## config.mk

```make
export PLATFORM = sky130hd
export DESIGN_NAME = seq_multiplier
export DESIGN_NICKNAME = d
export VERILOG_FILES = /design/src/rtl/seq_multiplier.sv
export SDC_FILE = /design/constraint.sdc
export NUM_CORES = 1
export LEC_CHECK = 0
export BUFFER_PORTS_ARGS = -buffer_cell sky130_fd_sc_hd__buf_4
export CORE_MARGIN = 2
export CORE_UTILIZATION = 45
export DETAILED_ROUTE_END_ITERATION = 8
export GPL_TIMING_DRIVEN = 0
export PLACE_DENSITY = 0.63
export SLEW_MARGIN = 20
export SYNTH_ARGS = -nofsm -noshare
export SYNTH_HDL_FRONTEND = slang
export SYNTH_SLANG_ARGS = --single-unit
```

## constraint.sdc

```tcl
create_clock -name CLK -period 2.3 [get_ports CLK]
set_input_delay 0.575 -clock CLK [delete_from_list [all_inputs] [get_ports CLK]]
set_output_delay 0.575 -clock CLK [all_outputs]
set_load 0.1 [all_outputs]
```

## src/rtl/seq_multiplier.sv

```systemverilog
// -----------------------------------------------------------------------------
// seq_multiplier
//   Iterative shift-add multiplier producing the full 2*WIDTH-bit product of
//   DATA1 * DATA2, retiring one partial product per clock.
//
//   A START accepted on edge N raises DONE from edge N+WIDTH to N+WIDTH+1.
//   With START held high, one result is produced every WIDTH+1 cycles.
//
//   Ports
//     CLK        in   1      clock, rising edge
//     RESET      in   1      asynchronous reset, active low
//     START      in   1      request, sampled when BUSY=0 (IDLE or FIN)
//     DATA1      in   WIDTH  multiplicand, captured on accepted START
//     DATA2      in   WIDTH  multiplier, captured on accepted START
//     BUSY       out  1      high while RUN is in progress
//     DONE       out  1      one-cycle pulse when a new product is valid
//     RESULT     out  WIDTH  low half of the product
//     RESULT_HI  out  WIDTH  high half of the product
//
//   Configuration macro: SEQ_MUL_SIGNED_EN
//     When defined, the operands are two's complement and the product is
//     signed. When not defined, operation is unsigned.
// -----------------------------------------------------------------------------
module seq_multiplier #(
    parameter int WIDTH = 8
) (
    input  logic             CLK,
    input  logic             RESET,
    input  logic             START,
    input  logic [WIDTH-1:0] DATA1,
    input  logic [WIDTH-1:0] DATA2,
    output logic             BUSY,
    output logic             DONE,
    output logic [WIDTH-1:0] RESULT,
    output logic [WIDTH-1:0] RESULT_HI
);

`ifdef SEQ_MUL_SIGNED_EN
    localparam bit SIGNED_MODE = 1'b1;
`else
    localparam bit SIGNED_MODE = 1'b0;
`endif

    localparam int CW = $clog2(WIDTH);
    localparam logic [CW-1:0] CNT_LAST = CW'(WIDTH - 1);

    typedef enum logic [1:0] {
        ST_IDLE = 2'd0,
        ST_RUN  = 2'd1,
        ST_FIN  = 2'd2
    } state_t;

    state_t             r_state;
    logic [CW-1:0]      r_cnt;
    logic [WIDTH-1:0]   r_mcand;
    logic [2*WIDTH-1:0] r_acc;        // {partial high half, remaining multiplier bits}
    logic               r_busy;
    logic               r_done;
    logic [WIDTH-1:0]   r_result;
    logic [WIDTH-1:0]   r_result_hi;

    logic               w_last;
    logic [WIDTH:0]     w_hi_ext;
    logic [WIDTH:0]     w_mc_ext;
    logic [WIDTH:0]     w_sum;
    logic [2*WIDTH-1:0] w_acc_next;

    // One add/subtract-and-shift step on the accumulator.
    always_comb begin
        w_last   = (r_cnt == CNT_LAST);
        // The extra top bit keeps the carry (unsigned) or the sign (signed).
        w_hi_ext = {SIGNED_MODE & r_acc[2*WIDTH-1], r_acc[2*WIDTH-1:WIDTH]};
        w_mc_ext = {SIGNED_MODE & r_mcand[WIDTH-1], r_mcand};
        if (r_acc[0]) begin
            // In signed mode the multiplier MSB carries negative weight.
            if (SIGNED_MODE && w_last) begin
                w_sum = w_hi_ext - w_mc_ext;
            end else begin
                w_sum = w_hi_ext + w_mc_ext;
            end
        end else begin
            w_sum = w_hi_ext;
        end
        w_acc_next = {w_sum, r_acc[WIDTH-1:1]};
    end

    // Control FSM, datapath registers and registered outputs.
    always_ff @(posedge CLK or negedge RESET) begin
        if (!RESET) begin
            r_state     <= ST_IDLE;
            r_cnt       <= '0;
            r_mcand     <= '0;
            r_acc       <= '0;
            r_busy      <= 1'b0;
            r_done      <= 1'b0;
            r_result    <= '0;
            r_result_hi <= '0;
        end else begin
            case (r_state)
                ST_IDLE, ST_FIN: begin
                    r_done <= 1'b0;
                    if (START) begin
                        r_mcand <= DATA1;
                        r_acc   <= {{WIDTH{1'b0}}, DATA2};
                        r_cnt   <= '0;
                        r_busy  <= 1'b1;
                        r_state <= ST_RUN;
                    end else begin
                        r_busy  <= 1'b0;
                        r_state <= ST_IDLE;
                    end
                end
                ST_RUN: begin
                    r_acc <= w_acc_next;
                    r_cnt <= r_cnt + CW'(1);
                    if (w_last) begin
                        // Load outputs with the product including this final step.
                        r_result    <= w_acc_next[WIDTH-1:0];
                        r_result_hi <= w_acc_next[2*WIDTH-1:WIDTH];
                        r_done      <= 1'b1;
                        r_busy      <= 1'b0;
                        r_state     <= ST_FIN;
                    end else begin
                        r_done  <= 1'b0;
                        r_busy  <= 1'b1;
                        r_state <= ST_RUN;
                    end
                end
                default: begin
                    r_busy  <= 1'b0;
                    r_done  <= 1'b0;
                    r_state <= ST_IDLE;
                end
            endcase
        end
    end

    assign BUSY      = r_busy;
    assign DONE      = r_done;
    assign RESULT    = r_result;
    assign RESULT_HI = r_result_hi;

endmodule
```

==> results of run 1 <==
-- cell usage after synthesis (3+ instances only) --
cell and number:
buf_2 5, o21ai_0 30, xnor2_1 3, nor2_1 3
nand3_1 5, nand2_1 24, mux2_2 16, ha_1 10
a31oi_1 3, a21oi_1 6, nand2b_1 3, clkbuf_1 3
dfrtp_1 45, mux2i_1 12
-- routing by layer --
metal | vias to the layer above | global-route usage
met5 | - | 0
met4 | 0 | 0.0761
met3 | 7 | 0.0539
met2 | 50 | 0.284
met1 | 783 | 0.269
li1 | 754 | -
-- registers in the layout (all words and copies together), names as in the netlist --
| signal | cells |
|---|---|
| DONE | 1 |
| r_state | 1 |
| RESULT_HI | 8 |
| r_acc | 16 |
| RESULT | 8 |
| r_cnt | 3 |
| r_mcand | 8 |
-- per-stage QoR --
step	hold WS [ns]	utilization	worst slack, ns
floorplan	0.279	-	0.329
global placement	0.466	0.552	0.326
detailed placement	0.473	0.552	0.243
CTS	0.284	0.571	0.232
global route	0.308	0.571	0.0518
finish	0.259	0.571	0.235
-- cell families (layout without fill, tap and decap cells) --
| kind of cell | count (synthesis) | in the layout |
|---|---|---|
| adders and majority gates | 11 | 11 |
| xor gates and xnor gates | 4 | 4 |
| DFF | 45 | 45 |
| and+or+nand+nor | 43 | 43 |
| AOI/OAI and AO/OA | 47 | 47 |
| muxes | 28 | 28 |
| buffers and inverters | 11 | 55 |
-- cell type report --
| type | count | area (sq um) | area share |
|---|---|---|---|
| clock buffer | 6 | 72.6 | 0.0286 |
| clock inverter | 2 | 10.0 | 0.00394 |
| inverter | 2 | 7.51 | 0.00296 |
| timing repair buffer | 36 | 270 | 0.107 |
| buffer | 9 | 40.0 | 0.0158 |
| sequential | 45 | 1130 | 0.444 |
| tap | 52 | 65.1 | 0.0256 |
| multi-input combinational | 133 | 946 | 0.373 |
-- final timing paths --
check                                  start  cells past startpoint           end  slack, ns
worst max-delay path                r_acc[8]                      7     r_acc[13]       0.24
worst min-delay path                   RESET                      1  RESULT_HI[4]       0.26
worst max register to register      r_acc[8]                      7     r_acc[13]       0.24
worst min register to register  RESULT_HI[3]                      2  RESULT_HI[3]       0.48
max in group asynchronous              RESET                      1      r_cnt[1]       1.66
min in group CLK                RESULT_HI[3]                      2  RESULT_HI[3]       0.48
-- worst register-to-register path: cells and delay by family, from the launching register on --
family	cells	cell delay (ns)
flops	1	0.41
compound gates	3	0.60
mux	1	0.18
fa+ha+maj	2	0.64
xor+xnor	1	0.10
==> impl_metrics.env, run 1 <==
export IMPL_die_w_um=72.6
export IMPL_dpl_cell_area_sq_um=2450
export IMPL_crit_slowest_cell="fa_1"
export IMPL_synthMuxAreaShare=0.142
export IMPL_syn_to_final_growth_pct=19.7
export IMPL_design_area_sq_um=2540
export IMPL_synth_simple_area_share=0.0927
export IMPL_synth_area_leaders="dfrtp_1, mux2_2, o21ai_0"
export IMPL_worstPathArrival_ns=2.23
export IMPL_synth_edf_count=0
export IMPL_grt_pass1_wl_um=7610
export IMPL_max_slew_margin=0.629
export IMPL_synth_fa_ha_area_frac=0.0685
export IMPL_clk_path_buf_depth=2
export IMPL_syn_area_sq_um=2120
export IMPL_yosysSeqAreaShare=0.531
export IMPL_ant_nets=0
export IMPL_setup_viol=0
export IMPL_period_minus_slack_ns=2.06
export IMPL_insertion_delay_ns=0.30
export IMPL_cp_max_fo=3
export IMPL_skew_ns=0.00271
export IMPL_ys_ff_latch=45
export IMPL_io_pins=37
export IMPL_cp_top_family="adder cells"
export IMPL_cts_sinks=45
export IMPL_cts_setup_buffers=0
export IMPL_via_per_inst=5.59
export IMPL_synth_compound_area_frac=0.127
export IMPL_grt_total_usage=0.192
export IMPL_syn_nets=219
export IMPL_drc=0
export IMPL_h_tree_depth=2
export IMPL_nFillCells=428
export IMPL_max_freq_ghz=0.484
export IMPL_routedLengthMet1_um=2130
export IMPL_wl_met2_um=2220
export IMPL_cts_buffers=5
export IMPL_drt_initial_drc_count=99
export IMPL_worst_pin_slew_ns=0.556
export IMPL_hold_class="in -> async"
export IMPL_grt_pass1_vias=1507
export IMPL_synth_flop_cell="dfrtp_1"
export IMPL_layout_common_cells="dfrtp_1, buf_4, o21ai_0, nand2_1, mux2_2"
export IMPL_synth_top_family_by_area="multiplexers"
export IMPL_path_buf_inv=0
export IMPL_yosysTopAreaCellShare=0.531
export IMPL_nets=262
export IMPL_vias=1594
export IMPL_fin_tns_setup_ns=0
export IMPL_synth_avg_cell_area_sq_um=11.2
export IMPL_endpoint_kind="register"
export IMPL_die_height_um=72.6
export IMPL_maxCapViolations=0
export IMPL_slew_violations=0
export IMPL_cp_cell_sequence="ha_1 -> fa_1 -> a21o_1 -> a221oi_2 -> xnor2_1 -> mux2i_1 -> o21ai_0"
export IMPL_cts_resized=0
export IMPL_final_layout_size_suffix_gt1_frac=0.288
export IMPL_clkTransAtPathRegs_ns=0.08
export IMPL_topRoutingLayerUsed="met4"
export IMPL_synthArstFlopShare=1.00
export IMPL_status="complete, no violations"
export IMPL_core_area_sq_um=4440
export IMPL_final_cells=285
export IMPL_antenna_found_initial=0
export IMPL_synth_top_area_cell="dfrtp_1"
export IMPL_synth_xor_area_frac=0.0165
export IMPL_row_count=24
export IMPL_wire_per_inst_um=16.4
export IMPL_cts_tree="built"
export IMPL_firstDrtPassIters=4
export IMPL_gp_congestion=0.829
export IMPL_hold_viol=0
export IMPL_criticalPathCategory="reg -> reg"
export IMPL_yosysWarningCount=0
export IMPL_synthCells=189
export IMPL_initial_utilization=0.477
export IMPL_hpwl_um=3540
export IMPL_start_kind="register"
export IMPL_rsz0062_at_grt="false"
export IMPL_finalWirelength_um=4670
export IMPL_diodes=0
export IMPL_port_buffers=36
export IMPL_wl_met3_um=264
export IMPL_cp_required_ns=2.46
export IMPL_yosysUniqueCellTypes=30
export IMPL_grt_overflow=0
export IMPL_grt_max_degree=46
export IMPL_critPathMaxStageDelay_ns=0.42
export IMPL_post_route_period_util=0.898
export IMPL_die_area_sq_um=5280
export IMPL_placed_cells=277
export IMPL_clk_root_buffer_cell="clkbuf_8"
export IMPL_layout_commonest_cell="dfrtp_1"
export IMPL_cts_hold_buffers=0
Power of run 1 is not shown: default switching activity piles up to over one toggle a cycle in this logic, so the estimate is an artifact.
==> run 2: changes to the inputs <==
Settings changed: BUFFER_PORTS_ARGS -buffer_cell sky130_fd_sc_hd__buf_4 to default, DONT_BUFFER_PORTS from default to 1, PLACE_DENSITY 0.63 to 0.57.
Clock period 2.3 ns to 2.2 ns, I/O delays scaled along.
==> run 2 against run 1 <==
Register-to-register slack worse by 0.05 ns; sequential cell count is the same; cell area down 8.1%; non-clock buffer count shrank 35; wire length shrank 5.1%; hold slack worse by 0.18 ns; critical path type unchanged; largest cell class unchanged.
==> impl_metrics.env, run 2 (synthesis gave the netlist of run 1 again) <==
export IMPL_status="complete, no violations"
export IMPL_criticalPathCategory="reg -> reg"
export IMPL_largest_reg_flops=16
export IMPL_port_buffers=0
export IMPL_rsz0062_at_grt="false"
export IMPL_initial_utilization=0.477
export IMPL_period_minus_slack_ns=2.01
export IMPL_cp_cell_sequence="ha_1 -> fa_1 -> a21o_1 -> a22oi_1 -> a211oi_1 -> o21ai_0 -> o21ai_0"
export IMPL_antenna_found_initial=0
export IMPL_die_height_um=72.6
export IMPL_firstDrtPassIters=4
export IMPL_gp_congestion=0.865
export IMPL_nets=227
export IMPL_setup_viol=0
export IMPL_via_per_inst=5.87
export IMPL_wire_per_inst_um=17.7
export IMPL_fin_tns_setup_ns=0
export IMPL_layout_common_cells="dfrtp_1, o21ai_0, nand2_1, mux2_2, mux2i_1"
export IMPL_cp_required_ns=2.36
export IMPL_die_area_sq_um=5280
export IMPL_syn_to_final_growth_pct=9.98
export IMPL_grt_overflow=0
export IMPL_cts_sinks=45
export IMPL_grt_max_degree=46
export IMPL_drc=0
export IMPL_slew_violations=0
export IMPL_h_tree_depth=2
export IMPL_hpwl_um=3260
export IMPL_clk_path_buf_depth=2
export IMPL_cp_max_fo=3
export IMPL_endpoint_kind="register"
export IMPL_die_w_um=72.6
export IMPL_skew_ns=0.00884
export IMPL_insertion_delay_ns=0.30
export IMPL_grt_total_usage=0.189
export IMPL_layout_commonest_cell="dfrtp_1"
export IMPL_grt_pass1_wl_um=7550
export IMPL_critPathMaxStageDelay_ns=0.41
export IMPL_crit_slowest_cell="fa_1"
export IMPL_ant_nets=0
export IMPL_regMostFlops="r_acc"
export IMPL_maxCapViolations=0
export IMPL_worst_pin_slew_ns=0.910
export IMPL_cts_tree="built"
export IMPL_grt_pass1_vias=1525
export IMPL_row_count=24
export IMPL_drt_initial_drc_count=58
export IMPL_io_pins=37
export IMPL_worstPathArrival_ns=2.17
export IMPL_clk_root_buffer_cell="clkbuf_8"
export IMPL_vias=1467
export IMPL_core_area_sq_um=4440
export IMPL_post_route_period_util=0.914
export IMPL_max_slew_margin=0.393
export IMPL_diodes=0
export IMPL_hold_viol=0
export IMPL_finalWirelength_um=4440
export IMPL_cts_setup_buffers=0
export IMPL_hold_class="in -> async"
export IMPL_max_freq_ghz=0.497
export IMPL_start_kind="register"
export IMPL_clkTransAtPathRegs_ns=0.09
export IMPL_cts_buffers=5
export IMPL_cpMostUsedCell="o21ai_0"
export IMPL_final_layout_size_suffix_gt1_frac=0.172
==> run 2: cell count changes in the layout (fill, tap and decap cells not counted) <==
cell / before / now
dfrtp_1: 45 / 43
bufinv_16: 0 / 1
clkinv_2: 2 / 0
buf_16: 0 / 1
dfrtp_2: 0 / 2
buf_4: 36 / 0
clkbuf_8: 5 / 6
==> run 2: through the flow <==
stage               cells  utilization  cell area, sq um  hold WS [ns]  setup WS, ns
floorplan             189            -              2120         0.254         0.229
global placement      241        0.492              2180         0.255       -0.0163
detailed placement    241        0.492              2180         0.255       -0.0154
CTS                   250        0.524              2330        0.0908        0.0164
global route          250        0.524              2330        0.0901        0.0507
finish                250        0.524              2330        0.0833         0.189
==> run 2: what timing repair did <==
item,CTS,global route
gates cloned,0,0
gates resized for setup,1,1
hold buffers,1,0
pin swaps,0,0
hold endpoints to repair,45,0
endpoints found under the setup margin,5,12
==> run 2: worst paths after layout <==
kind                            startpoint  slack, ns  cells after the start    endpoint
worst max-delay path              r_acc[8]       0.19                      7   r_acc[15]
worst min-delay path                 RESET       0.08                      1   RESULT[7]
worst max register to register    r_acc[8]       0.19                      7   r_acc[15]
worst min register to register    r_cnt[0]       0.51                      1    r_cnt[0]
max in group asynchronous            RESET       1.90                      1  r_state[0]
min in group CLK                  DATA1[7]       0.40                      1  r_mcand[7]
==> run 2: cell type report <==
cell class	instances	area (sq um)
fill	410	2110
sequential	45	1130
multi-input combinational	133	946
clock buffer	7	86.3
tap	52	65.1
buffer	9	40.0
clock inverter	1	30.0
timing repair buffer	1	27.5
inverter	2	7.51
==> run 2: routing by layer <==
metal | wire, um | global-route usage
met1 | 2090 | 0.255
met2 | 2070 | 0.300
met3 | 226 | 0.0539
met4 | 51 | 0.0494
met5 | 0 | 0
==> run 2: critical path: cells and delay by family (launching register included) <==
kind            cells  cell delay [ns]
flops               1             0.40
fa+ha+maj           2             0.63
compound gates      5             0.85
Power of run 2 is left out for the same reason.
==> run 3: changes to the inputs <==
Settings changed: CORE_UTILIZATION 45 to 34, CTS_CLUSTER_SIZE from default to 14, PLACE_DENSITY 0.57 to 0.45.
==> run 3 against run 2 <==
Hold slack better by 0.0096 ns; via count fell by 4.6%; clock skew fell by 0.0052 ns; non-clock buffer count stayed put; critical path depth is the same; final cell count grew 9.2%; sequential share of layout area shrank 0.28 points; die area is 30% higher; fmax decreased by 0.77%; clock-buffer cell count unchanged; critical endpoint unchanged; largest cell class unchanged; highest routed layer unchanged.
==> impl_metrics.env, run 3 (synthesis gave the netlist of run 1 again) <==
export IMPL_core_area_sq_um=5960
export IMPL_ant_nets=0
export IMPL_via_per_inst=5.12
export IMPL_post_route_period_util=0.921
export IMPL_grt_overflow=0
export IMPL_skew_ns=0.00359
export IMPL_initial_utilization=0.356
export IMPL_holdWs_ns=0.0930
export IMPL_hold_class="in -> async"
export IMPL_layout_common_cells="dfrtp_1, o21ai_0, nand2_1, mux2_2, mux2i_1"
export IMPL_drc=0
export IMPL_clk_root_buffer_cell="clkbuf_8"
export IMPL_final_layout_size_suffix_gt1_frac=0.177
export IMPL_setup_viol=0
export IMPL_endpoint_kind="register"
export IMPL_largest_reg_flops=16
export IMPL_cp_required_ns=2.36
export IMPL_firstDrtPassIters=4
export IMPL_design_area_sq_um=2340
export IMPL_pre_cts_ws_ns=-0.00979
export IMPL_grt_total_usage=0.141
export IMPL_finalWirelength_um=4600
export IMPL_clk_path_buf_depth=2
export IMPL_worstPathArrival_ns=2.19
export IMPL_grt_pass1_wl_um=7760
export IMPL_finalWorstSetupSlack_ns=0.174
export IMPL_antenna_found_initial=0
export IMPL_criticalPathCategory="reg -> reg"
export IMPL_worst_pin_slew_ns=0.921
export IMPL_nFillCells=598
export IMPL_period_minus_slack_ns=2.03
export IMPL_cts_buffers=5
export IMPL_die_area_sq_um=6880
export IMPL_syn_to_final_growth_pct=10.6
export IMPL_io_pins=37
export IMPL_start_kind="register"
export IMPL_layout_commonest_cell="dfrtp_1"
export IMPL_die_height_um=83.0
export IMPL_port_buffers=0
export IMPL_clkTransAtPathRegs_ns=0.08
export IMPL_cts_tree="built"
export IMPL_cts_setup_buffers=0
export IMPL_insertion_delay_ns=0.29
export IMPL_max_freq_ghz=0.494
export IMPL_maxCapViolations=0
export IMPL_dpl_cell_area_sq_um=2210
export IMPL_status="complete, no violations"
export IMPL_grt_max_degree=46
export IMPL_drt_initial_drc_count=80
export IMPL_nets=227
export IMPL_hpwl_um=3410
export IMPL_wire_per_inst_um=16.9
export IMPL_slew_violations=0
export IMPL_cp_max_fo=3
export IMPL_h_tree_depth=2
export IMPL_rsz0062_at_grt="false"
export IMPL_grt_pass1_vias=1489
export IMPL_vias=1399
export IMPL_die_w_um=83.0
export IMPL_diodes=0
export IMPL_hold_viol=0
export IMPL_max_slew_margin=0.386
export IMPL_row_count=28
export IMPL_regMostFlops="r_acc"
export IMPL_gp_congestion=0.823
export IMPL_cts_sinks=45
==> run 3: cell types whose count changed in the layout (fill, tap and decap cells not counted) <==
| cell | delta |
|---|---|
| bufinv_16 | -1 |
| clkbuf_1 | -1 |
| clkbuf_8 | +1 |
| clkinv_2 | +1 |
==> run 3: path summary, 6_finish.rpt <==
kind                             from         end  slack (ns)  depth (start not counted)
max                        r_mcand[0]   r_acc[15]        0.17                          7
min                             RESET   RESULT[3]        0.09                          1
max reg2reg                r_mcand[0]   r_acc[15]        0.17                          7
min reg2reg                  r_cnt[0]    r_cnt[0]        0.52                          1
max in group asynchronous       RESET        DONE        1.89                          1
min in group CLK             DATA1[0]  r_mcand[0]        0.40                          1
==> run 3: what timing repair did <==
| action | 4_1_cts | 5_1_grt |
|---|---|---|
| hold buffers | 1 | 0 |
| setup endpoints to repair | 4 | 5 |
| hold endpoints to repair | 45 | 0 |
| gates resized for setup | 1 | 1 |
==> run 3: per-layer routing <==
layer / vias to the layer above / GRT usage / part of all wire
met3: 9 / 0.0388 / 0.038
met2: 25 / 0.239 / 0.49
met5: - / 0 / 0
met4: 0 / 0.0477 / 0.020
li1: 687 / - / -
met1: 678 / 0.173 / 0.45
==> run 3: critical path, cell delays in order, from the launching register on <==
cell and delay (ns):
dfrtp_1 0.39, ha_1 0.23, fa_1 0.42, a21o_1 0.22, a22oi_1 0.17, a211oi_1 0.11
o21ai_0 0.25, o21ai_0 0.11
==> run 3: final cells by class <==
type,instances,area [sq um],share of cell area
Sequential cell,45,1130,0.481
Multi-Input combinational cell,133,946,0.403
Clock buffer,7,96.3,0.0411
Tap cell,75,93.8,0.0400
Buffer,9,40.0,0.0171
Timing Repair Buffer,1,27.5,0.0117
Inverter,2,7.51,0.00320
Clock inverter,1,5.00,0.00213
==> run 3: metrics by stage <==
step / cells / util / TNS [ns]
finish: 273 / 0.394 / 0
global route: 273 / 0.394 / 0
CTS: 273 / 0.393 / 0
detailed placement: 264 / 0.372 / -0.0261
global placement: 264 / 0.372 / 0
floorplan: 189 / - / 0
Power of run 3 is left out for the same reason.
